--- src/rtl/offset_sweep_scheduler_pkg.sv ---
// Shared types and helpers for the offset sweep scheduler: FSM states,
// configuration field codes and the saturating offset adder.
package offset_sweep_pkg;

   typedef enum logic [1:0] {
      ST_IDLE = 2'd0,
      ST_LOAD = 2'd1,
      ST_RUN  = 2'd2,
      ST_DONE = 2'd3
   } state_t;

   localparam logic [1:0] FLD_PHASE  = 2'd0;
   localparam logic [1:0] FLD_FSTART = 2'd1;
   localparam logic [1:0] FLD_FSTEP  = 2'd2;
   localparam logic [1:0] FLD_LEN    = 2'd3;

   localparam int SAT_W = 64;

   // Operands arrive sign-extended to SAT_W; the result is clamped to the
   // signed range of an ofs_w-bit value so callers can simply truncate.
   function automatic logic signed [SAT_W-1:0] sat_add(
      input logic signed [SAT_W-1:0] a,
      input logic signed [SAT_W-1:0] b,
      input int                      ofs_w
   );
      logic signed [SAT_W:0] sum;
      logic signed [SAT_W:0] one;
      logic signed [SAT_W:0] hi;
      logic signed [SAT_W:0] lo;
      one = {{SAT_W{1'b0}}, 1'b1};
      sum = {a[SAT_W-1], a} + {b[SAT_W-1], b};
      hi  = (one <<< (ofs_w - 1)) - one;
      lo  = -(one <<< (ofs_w - 1));
      if (sum > hi) begin
         sum = hi;
      end else if (sum < lo) begin
         sum = lo;
      end
      return sum[SAT_W-1:0];
   endfunction

endpackage

--- src/rtl/offset_sweep_scheduler_strobe_divider.sv ---
// Sample-cadence divider: counts 1..OVERCLK_FACTOR and flags the count-1 cycle
// as the source sample strobe.
module strobe_divider
   import offset_sweep_pkg::*;
#(
   parameter int OVERCLK_FACTOR = 5
) (
   input  logic clk,
   input  logic reset,
   input  logic i_clr,
   input  logic i_en,
   output logic o_strobe
);

   localparam int CNT_W = $clog2(OVERCLK_FACTOR + 1);
   localparam logic [CNT_W-1:0] CNT_ONE = CNT_W'(1);
   localparam logic [CNT_W-1:0] CNT_MAX = CNT_W'(OVERCLK_FACTOR);

   logic [CNT_W-1:0] r_div_cnt;

   always_ff @(posedge clk or posedge reset) begin
      if (reset) begin
         r_div_cnt <= CNT_ONE;
      end else if (i_clr) begin
         r_div_cnt <= CNT_ONE;
      end else if (i_en) begin
         r_div_cnt <= (r_div_cnt == CNT_MAX) ? CNT_ONE : r_div_cnt + CNT_ONE;
      end
   end

   assign o_strobe = (r_div_cnt == CNT_ONE);

endmodule

--- src/rtl/offset_sweep_scheduler.sv ---
// Offset sweep scheduler: walks a table of ramp segments, strobing the DPI source
// every OVERCLK_FACTOR enabled clocks and stepping its frequency offset per sample.
module offset_sweep_scheduler
   import offset_sweep_pkg::*;
#(
   parameter int  OVERCLK_FACTOR = 5,
   parameter int  OFS_W          = 24,
   parameter int  LEN_W          = 16,
   parameter int  NUM_SEG        = 4,
   localparam int SEG_W          = $clog2(NUM_SEG)
) (
   input  logic                    clk,
   input  logic                    reset,
   input  logic                    clk_enable,
   input  logic                    cfg_we,
   input  logic [SEG_W-1:0]        cfg_addr,
   input  logic [1:0]              cfg_field,
   input  logic [OFS_W-1:0]        cfg_data,
   input  logic [SEG_W:0]          num_seg,
   input  logic                    start,
   input  logic                    abort,
   output logic                    src_strobe,
   output logic signed [OFS_W-1:0] phase_offset,
   output logic signed [OFS_W-1:0] freq_offset,
   output logic [SEG_W-1:0]        seg_idx,
   output logic                    busy,
   output logic                    done
);

   localparam logic [SEG_W-1:0] SEG_ONE  = SEG_W'(1);
   localparam logic [SEG_W:0]   NSEG_MAX = (SEG_W + 1)'(NUM_SEG);
   localparam logic [LEN_W-1:0] LEN_ONE  = LEN_W'(1);

   state_t r_state;
   state_t w_state_nxt;

   logic [SEG_W:0]          r_num_seg;
   logic [SEG_W-1:0]        r_seg_idx;
   logic [LEN_W-1:0]        r_len_cnt;
   logic signed [OFS_W-1:0] r_phase;
   logic signed [OFS_W-1:0] r_freq;
   logic signed [OFS_W-1:0] r_step;

   logic signed [OFS_W-1:0] r_tbl_phase  [NUM_SEG];
   logic signed [OFS_W-1:0] r_tbl_fstart [NUM_SEG];
   logic signed [OFS_W-1:0] r_tbl_fstep  [NUM_SEG];
   logic [LEN_W-1:0]        r_tbl_len    [NUM_SEG];

   logic [SEG_W-1:0]        w_rd_addr;
   logic signed [OFS_W-1:0] w_rd_phase;
   logic signed [OFS_W-1:0] w_rd_fstart;
   logic signed [OFS_W-1:0] w_rd_fstep;
   logic [LEN_W-1:0]        w_rd_len;

   logic [SEG_W:0]          w_cand;
   logic [SEG_W-1:0]        w_nxt_seg;
   logic                    w_nxt_found;
   logic                    w_seg_last;
   logic signed [OFS_W-1:0] w_freq_sum;

   logic w_div_strobe;
   logic w_div_clr;
   logic w_div_en;
   logic w_strobe;
   logic w_done;
   logic w_tbl_we;
   logic w_capture;
   logic w_seg_skip;
   logic w_seg_load;
   logic w_step;

   strobe_divider #(
      .OVERCLK_FACTOR(OVERCLK_FACTOR)
   ) u_div (
      .clk     (clk),
      .reset   (reset),
      .i_clr   (w_div_clr),
      .i_en    (w_div_en),
      .o_strobe(w_div_strobe)
   );

   // Nearest following non-empty segment within the run, so a segment boundary
   // in RUN can hop over zero-length entries without losing a strobe slot.
   always_comb begin
      w_cand      = '0;
      w_nxt_seg   = '0;
      w_nxt_found = 1'b0;
      for (int k = NUM_SEG - 1; k >= 1; k--) begin
         w_cand = {1'b0, r_seg_idx} + (SEG_W + 1)'(k);
         if ((w_cand < r_num_seg) && (r_tbl_len[w_cand[SEG_W-1:0]] != '0)) begin
            w_nxt_found = 1'b1;
            w_nxt_seg   = w_cand[SEG_W-1:0];
         end
      end
   end

   assign w_seg_last  = (({1'b0, r_seg_idx} + (SEG_W + 1)'(1)) >= r_num_seg);
   assign w_rd_addr   = (r_state == ST_LOAD) ? r_seg_idx : w_nxt_seg;
   assign w_rd_phase  = r_tbl_phase[w_rd_addr];
   assign w_rd_fstart = r_tbl_fstart[w_rd_addr];
   assign w_rd_fstep  = r_tbl_fstep[w_rd_addr];
   assign w_rd_len    = r_tbl_len[w_rd_addr];
   assign w_freq_sum  = OFS_W'(sat_add(SAT_W'(r_freq), SAT_W'(r_step), OFS_W));

   always_ff @(posedge clk or posedge reset) begin
      if (reset) begin
         r_state <= ST_IDLE;
      end else begin
         r_state <= w_state_nxt;
      end
   end

   always_comb begin
      w_state_nxt = r_state;
      w_strobe    = 1'b0;
      w_done      = 1'b0;
      w_tbl_we    = 1'b0;
      w_capture   = 1'b0;
      w_seg_skip  = 1'b0;
      w_seg_load  = 1'b0;
      w_step      = 1'b0;
      w_div_clr   = 1'b0;
      w_div_en    = 1'b0;
      if (clk_enable) begin
         case (r_state)
            ST_IDLE: begin
               w_tbl_we = cfg_we;
               if (start) begin
                  w_capture   = 1'b1;
                  w_state_nxt = ((num_seg == '0) || (num_seg > NSEG_MAX)) ? ST_DONE : ST_LOAD;
               end
            end
            ST_LOAD: begin
               if (abort) begin
                  w_state_nxt = ST_IDLE;
               end else if (w_rd_len == '0) begin
                  if (w_seg_last) begin
                     w_state_nxt = ST_DONE;
                  end else begin
                     w_seg_skip = 1'b1;
                  end
               end else begin
                  w_seg_load  = 1'b1;
                  w_div_clr   = 1'b1;
                  w_state_nxt = ST_RUN;
               end
            end
            ST_RUN: begin
               // abort takes priority over a pending strobe
               if (abort) begin
                  w_state_nxt = ST_IDLE;
               end else begin
                  w_div_en = 1'b1;
                  w_strobe = w_div_strobe;
                  if (w_div_strobe) begin
                     if (r_len_cnt == LEN_ONE) begin
                        if (w_nxt_found) begin
                           w_seg_load = 1'b1;
                        end else begin
                           w_state_nxt = ST_DONE;
                        end
                     end else begin
                        w_step = 1'b1;
                     end
                  end
               end
            end
            ST_DONE: begin
               w_done      = 1'b1;
               w_state_nxt = ST_IDLE;
            end
            default: w_state_nxt = ST_IDLE;
         endcase
      end
   end

   always_ff @(posedge clk or posedge reset) begin
      if (reset) begin
         for (int i = 0; i < NUM_SEG; i++) begin
            r_tbl_phase[i]  <= '0;
            r_tbl_fstart[i] <= '0;
            r_tbl_fstep[i]  <= '0;
            r_tbl_len[i]    <= '0;
         end
      end else if (w_tbl_we) begin
         case (cfg_field)
            FLD_PHASE:  r_tbl_phase[cfg_addr]  <= cfg_data;
            FLD_FSTART: r_tbl_fstart[cfg_addr] <= cfg_data;
            FLD_FSTEP:  r_tbl_fstep[cfg_addr]  <= cfg_data;
            FLD_LEN:    r_tbl_len[cfg_addr]    <= cfg_data[LEN_W-1:0];
         endcase
      end
   end

   // Offsets only move on a segment load or a mid-segment strobe, so they are
   // stable throughout every strobe cycle and hold after DONE or abort.
   always_ff @(posedge clk or posedge reset) begin
      if (reset) begin
         r_num_seg <= '0;
         r_seg_idx <= '0;
         r_len_cnt <= '0;
         r_phase   <= '0;
         r_freq    <= '0;
         r_step    <= '0;
      end else begin
         if (w_capture) begin
            r_num_seg <= num_seg;
            r_seg_idx <= '0;
         end
         if (w_seg_skip) begin
            r_seg_idx <= r_seg_idx + SEG_ONE;
         end
         if (w_seg_load) begin
            r_seg_idx <= w_rd_addr;
            r_phase   <= w_rd_phase;
            r_freq    <= w_rd_fstart;
            r_step    <= w_rd_fstep;
            r_len_cnt <= w_rd_len;
         end else if (w_step) begin
            r_freq    <= w_freq_sum;
            r_len_cnt <= r_len_cnt - LEN_ONE;
         end
      end
   end

   assign src_strobe   = w_strobe;
   assign done         = w_done;
   assign busy         = (r_state == ST_LOAD) || (r_state == ST_RUN);
   assign phase_offset = r_phase;
   assign freq_offset  = r_freq;
   assign seg_idx      = r_seg_idx;

endmodule

--- config.mk ---
export PLATFORM = sky130hd
export DESIGN_NAME = offset_sweep_scheduler
export DESIGN_NICKNAME = d
export VERILOG_FILES = /design/src/rtl/offset_sweep_scheduler_pkg.sv /design/src/rtl/offset_sweep_scheduler_strobe_divider.sv /design/src/rtl/offset_sweep_scheduler.sv
export SDC_FILE = /design/constraint.sdc
export NUM_CORES = 1
export LEC_CHECK = 0
export ABC_CLOCK_PERIOD_IN_PS = 19100
export CAP_MARGIN = 20
export CORE_MARGIN = 3
export CORE_UTILIZATION = 61
export CTS_CLUSTER_SIZE = 12
export DETAILED_ROUTE_END_ITERATION = 16
export PLACE_DENSITY = 0.83
export SLEW_MARGIN = 20
export SYNTH_ARGS = -nofsm -noshare
export SYNTH_HDL_FRONTEND = slang
export SYNTH_SLANG_ARGS = --single-unit
export TNS_END_PERCENT = 20
--- constraint.sdc ---
create_clock -name clk -period 19.1 [get_ports clk]
set_input_delay 2.865 -clock clk [delete_from_list [all_inputs] [get_ports clk]]
set_output_delay 2.865 -clock clk [all_outputs]
set_load 0.03 [all_outputs]
After elaboration in Yosys (flattened, before gate mapping)
Cells that the tools add are included.
- bits in registers: 450
- output and inout port bits: 53
- reduce and logical (&&, ||, !) cells: 21
- equal/unequal tests: 14
- multiplexer cells: 91
- bitwise logic cells: 5
- add/sub/neg operators: 7
- magnitude comparators: 13
- operators with widths (kind ; number):
    $bwmux W96 ; 3
    $mux W24 ; 11
    $mux W16 ; 11
    $bmux W24 S2 ; 3
    $bmux W16 S2 ; 4
    $bwmux W64 ; 1
    $demux W24 S2 ; 1
    $reduce_bool A16 Y1 ; 3
    $mux W1 ; 35
    $demux W16 S2 ; 1
    $mux W2 ; 16
    $add A24 B24 Y25 ; 1
    $gt A25 B24 Y1 const B ; 1
    $lt A25 B24 Y1 const B ; 1
    $eq A16 B1 Y1 const B ; 1
    $logic_not A16 Y1 ; 1
    $sub A16 B1 Y16 const B ; 1
    $ge A3 B3 Y1 const B ; 5
    $not A2 Y3 ; 5
    $lt A3 B3 Y1 ; 3
    $mux W3 ; 3
    $ne A3 B3 Y1 const B ; 3
    $eq A2 B2 Y1 const B ; 4
    $pmux W2 S4 ; 1
    other kinds (21) ; 32

Logic depth before layout (Yosys ltp)
- word-level depth: 22
- gate-level depth with buffers: 18

Modules after synthesis
Synthesis repeated with hierarchy kept, for this count alone.
- cell total of the unflattened synthesis: 2145
- area, all modules: 22955.8 sq um
- by module, submodules not included (module ; area an instance (sq um) ; instances ; cells an instance):
    offset_sweep_scheduler ; 22808.1 ; 1 ; 2129
    strobe_divider ; 147.6 ; 1 ; 16

Worst setup path before layout
Ideal clock, no wire load.
- path kind: input-to-output
- start: input clk_enable
- end: output src_strobe
- required time: 16.235 ns
- stages: 3
- slack: 12.551 ns
- arrival: 3.684 ns
- cell sequence: clkbuf_1 > and2_1 > and3_1
- word-level cells in the longest chain between the ends: 1
- ends and longest elaborated chain (what ; RTL line ; text):
    from (decl) ; offset_sweep_scheduler.sv:14 ; input logic clk_enable,
    $mux W1 ; offset_sweep_scheduler.sv:124 ; if (clk_enable) begin
    to (decl) ; offset_sweep_scheduler.sv:22 ; output logic src_strobe,
Every way passes these cells.

Worst setup path after layout
- start: input abort
- end: output src_strobe
- word-level cells in the longest chain between the ends: 3
- ends and longest elaborated chain (what ; RTL line ; text):
    from (decl) ; offset_sweep_scheduler.sv:21 ; input logic abort,
    $mux W1 ; offset_sweep_scheduler.sv:150 ; if (abort) begin
    $mux W1 ; offset_sweep_scheduler.sv:125 ; case (r_state)
    $mux W1 ; offset_sweep_scheduler.sv:124 ;
Every way passes these cells.

==> reports/results.tsv <==
metric	value	unit
finalSetupViolCount	0	
preCtsSetupSlack	11.50	ns
path_class	in -> out	
whs	0.483	ns
place_congestion	0.865	
crit_fanout	5	
required	16.23	ns
coreArea	0.0351	mm2
start_util	62.9	%
worst_slack	11.47	ns
synth.largest_area_cell	dfrtp_1	
tightest_slew	1.14	ns
diodes	0	
slew_headroom	23.7	%
cts_hold_repair.buffers	0	
clk-insertion-delay-late	0.56	ns
register_area	0.0113	mm2
yosysWarnings	0	
vias	16600	
slew_viol_final	0	
max_freq	0.131	GHz
synth_edf_count	0	
cts_buffers	46	
routed_via_density	6.26	
cts.clk_slew.worst_paths	0.06	ns
nets	2243	
grt_pass1_vias	16600	
fin_area	0.0246	mm2
wl_per_cell	21.6	um
drt_pre_antenna_iters	6	
most-common-layout-cells	449 x dfrtp_1, 357 x mux2_2, 313 x nand2_1, 243 x nor2_1, 134 x o21ai_0	
io_buffer_count	89	
io_pins	90	
worstSetupEndpointType	output port	
clock_skew	0.0274	ns
die_h	196	um
synth-main-ff-cell	dfrtp_1	
post-cts-setup-buffers	0	
synth_area	0.0220	mm2
synthCells	2143	
root_buffer	clkbuf_16	
grt_pass1_wl	89.3	mm
rsz0062_at_grt	no	
place_area	0.0232	mm2
hold_viol	0	
final_common_cell	dfrtp_1	
cts_resized	0	
drt-initial-drc-count	1489	
ant_nets	0	
maxCapViolations	0	
cp.arrival	4.77	ns
syn_area_per_cell	10.3	um2
cts_tree	done	
startpoint_type	input pin	
grt-ovfl-total	0	
route.detailed.drc	0	
fillers	2461	
hold_class	reg -> reg	
synthToLayoutAreaGrowth	11.8	%
setup_tns	0	ns
ys_top_cells_by_area	dfrtp_1 51%, mux2_2 18%, nand2_1 5.3%	
synth_seq_cells	450	
multi_input_area	0.0102	mm2
period_share	40.0	%
wl	57.0	mm
antenna_found_initial	3	
status	finished, final reports clean	
layout-drive-gt1-share	21.4	%
period_minus_slack	7.63	ns
ys_seq_area_share	51.1	%
hpwlAfterDp	35.4	mm
synth_nets	2222	
clock_sinks	450	
grt_util_all_layers	29.2	%
grt_max_degree	197	
synthArstFlopShare	100	%
die_x	196	um
placementRows	68	
synth.distinct_cells	66	
h-tree-depth	2	
clockBufferDepth	3	
die_area	0.0384	mm2
synth_top_area_share	51.0	%
==> final timing paths <==
check / start / endpoint / slack, ns / cells past startpoint
hold / removal: phase_offset[0] / phase_offset[0] / 0.48 / 2
max in group asynchronous: reset / r_tbl_phase[10] / 14.23 / 4
hold reg to reg: phase_offset[0] / phase_offset[0] / 0.48 / 2
min in group asynchronous: reset / r_tbl_len[9] / 2.84 / 2
setup / recovery: abort / src_strobe / 11.47 / 5
setup reg to reg: seg_idx[0] / freq_offset[11] / 12.43 / 17
==> per-stage QoR <==
step	cells	utilization, %
final	2643	70.3
after global routing	2643	70.3
after CTS	2640	70.1
after detailed placement	2568	66.2
after global placement	2568	66.2
after floorplan	2143	-
==> flip-flops by register name, indices dropped and copies added, names as in the netlist, 16 cells and up <==
signal / flops
freq_offset: 24
phase_offset: 24
r_len_cnt: 16
r_step: 24
r_tbl_fstart: 96
r_tbl_fstep: 96
r_tbl_len: 64
r_tbl_phase: 96
==> logic make-up (layout without fill, tap and decap cells) <==
logic type	count (synthesis)	count (layout)	synth area share [%]
AOI/OAI and AO/OA	319	319	8.33
DFF	450	450	51.1
adders and majority gates	46	46	2.60
xor gates and xnor gates	36	36	1.43
buffers and inverters	163	208	2.91
muxes	367	367	18.8
and+or+nand+nor	762	762	14.9
==> final cells by class <==
| type | instances | area share [%] |
|---|---|---|
| repair buffers | 114 | 4.54 |
| multi-input cells | 1530 | 41.4 |
| flip-flops and latches | 450 | 45.7 |
| well taps | 455 | 2.31 |
| inverters | 22 | 0.366 |
| clock inverters | 5 | 0.325 |
| clock buffers | 67 | 5.32 |
==> Yosys cell counts, types with 5 or more instances <==
master,instances
a211oi_1,7
a21o_1,9
a21oi_1,88
a31oi_1,9
buf_1,8
buf_2,12
clkbuf_1,117
dfrtp_1,449
ha_1,41
inv_1,22
mux2_2,357
mux2i_1,9
nand2_1,314
nand2b_1,8
nand3_1,97
nand3b_1,19
nand4_1,9
nor2_1,249
nor2b_1,8
nor3_1,17
nor4_1,17
o211ai_1,5
o21a_1,6
o21ai_0,134
o21ai_1,21
o21bai_1,6
xnor2_1,21
xor2_1,15
==> critical path, stage by stage <==
cell and delay, ns:
clkdlybuf4s50_1 0.44, nor2b_1 0.32, and2_1 0.23, and3_1 0.22, clkdlybuf4s50_1 0.69
==> routing by layer <==
layer  track usage (%)  share of wire, %  vias up
met5                 0             0.023        -
li1                  -                 -     7435
met3              4.07               6.5      116
met1              41.2                42     8415
met4              11.4               3.6        2
met2              46.5                47      585
Power is left out: the tool's default activity adds up to more than one toggle a clock period on the data nets, which glitch-free logic cannot reach.
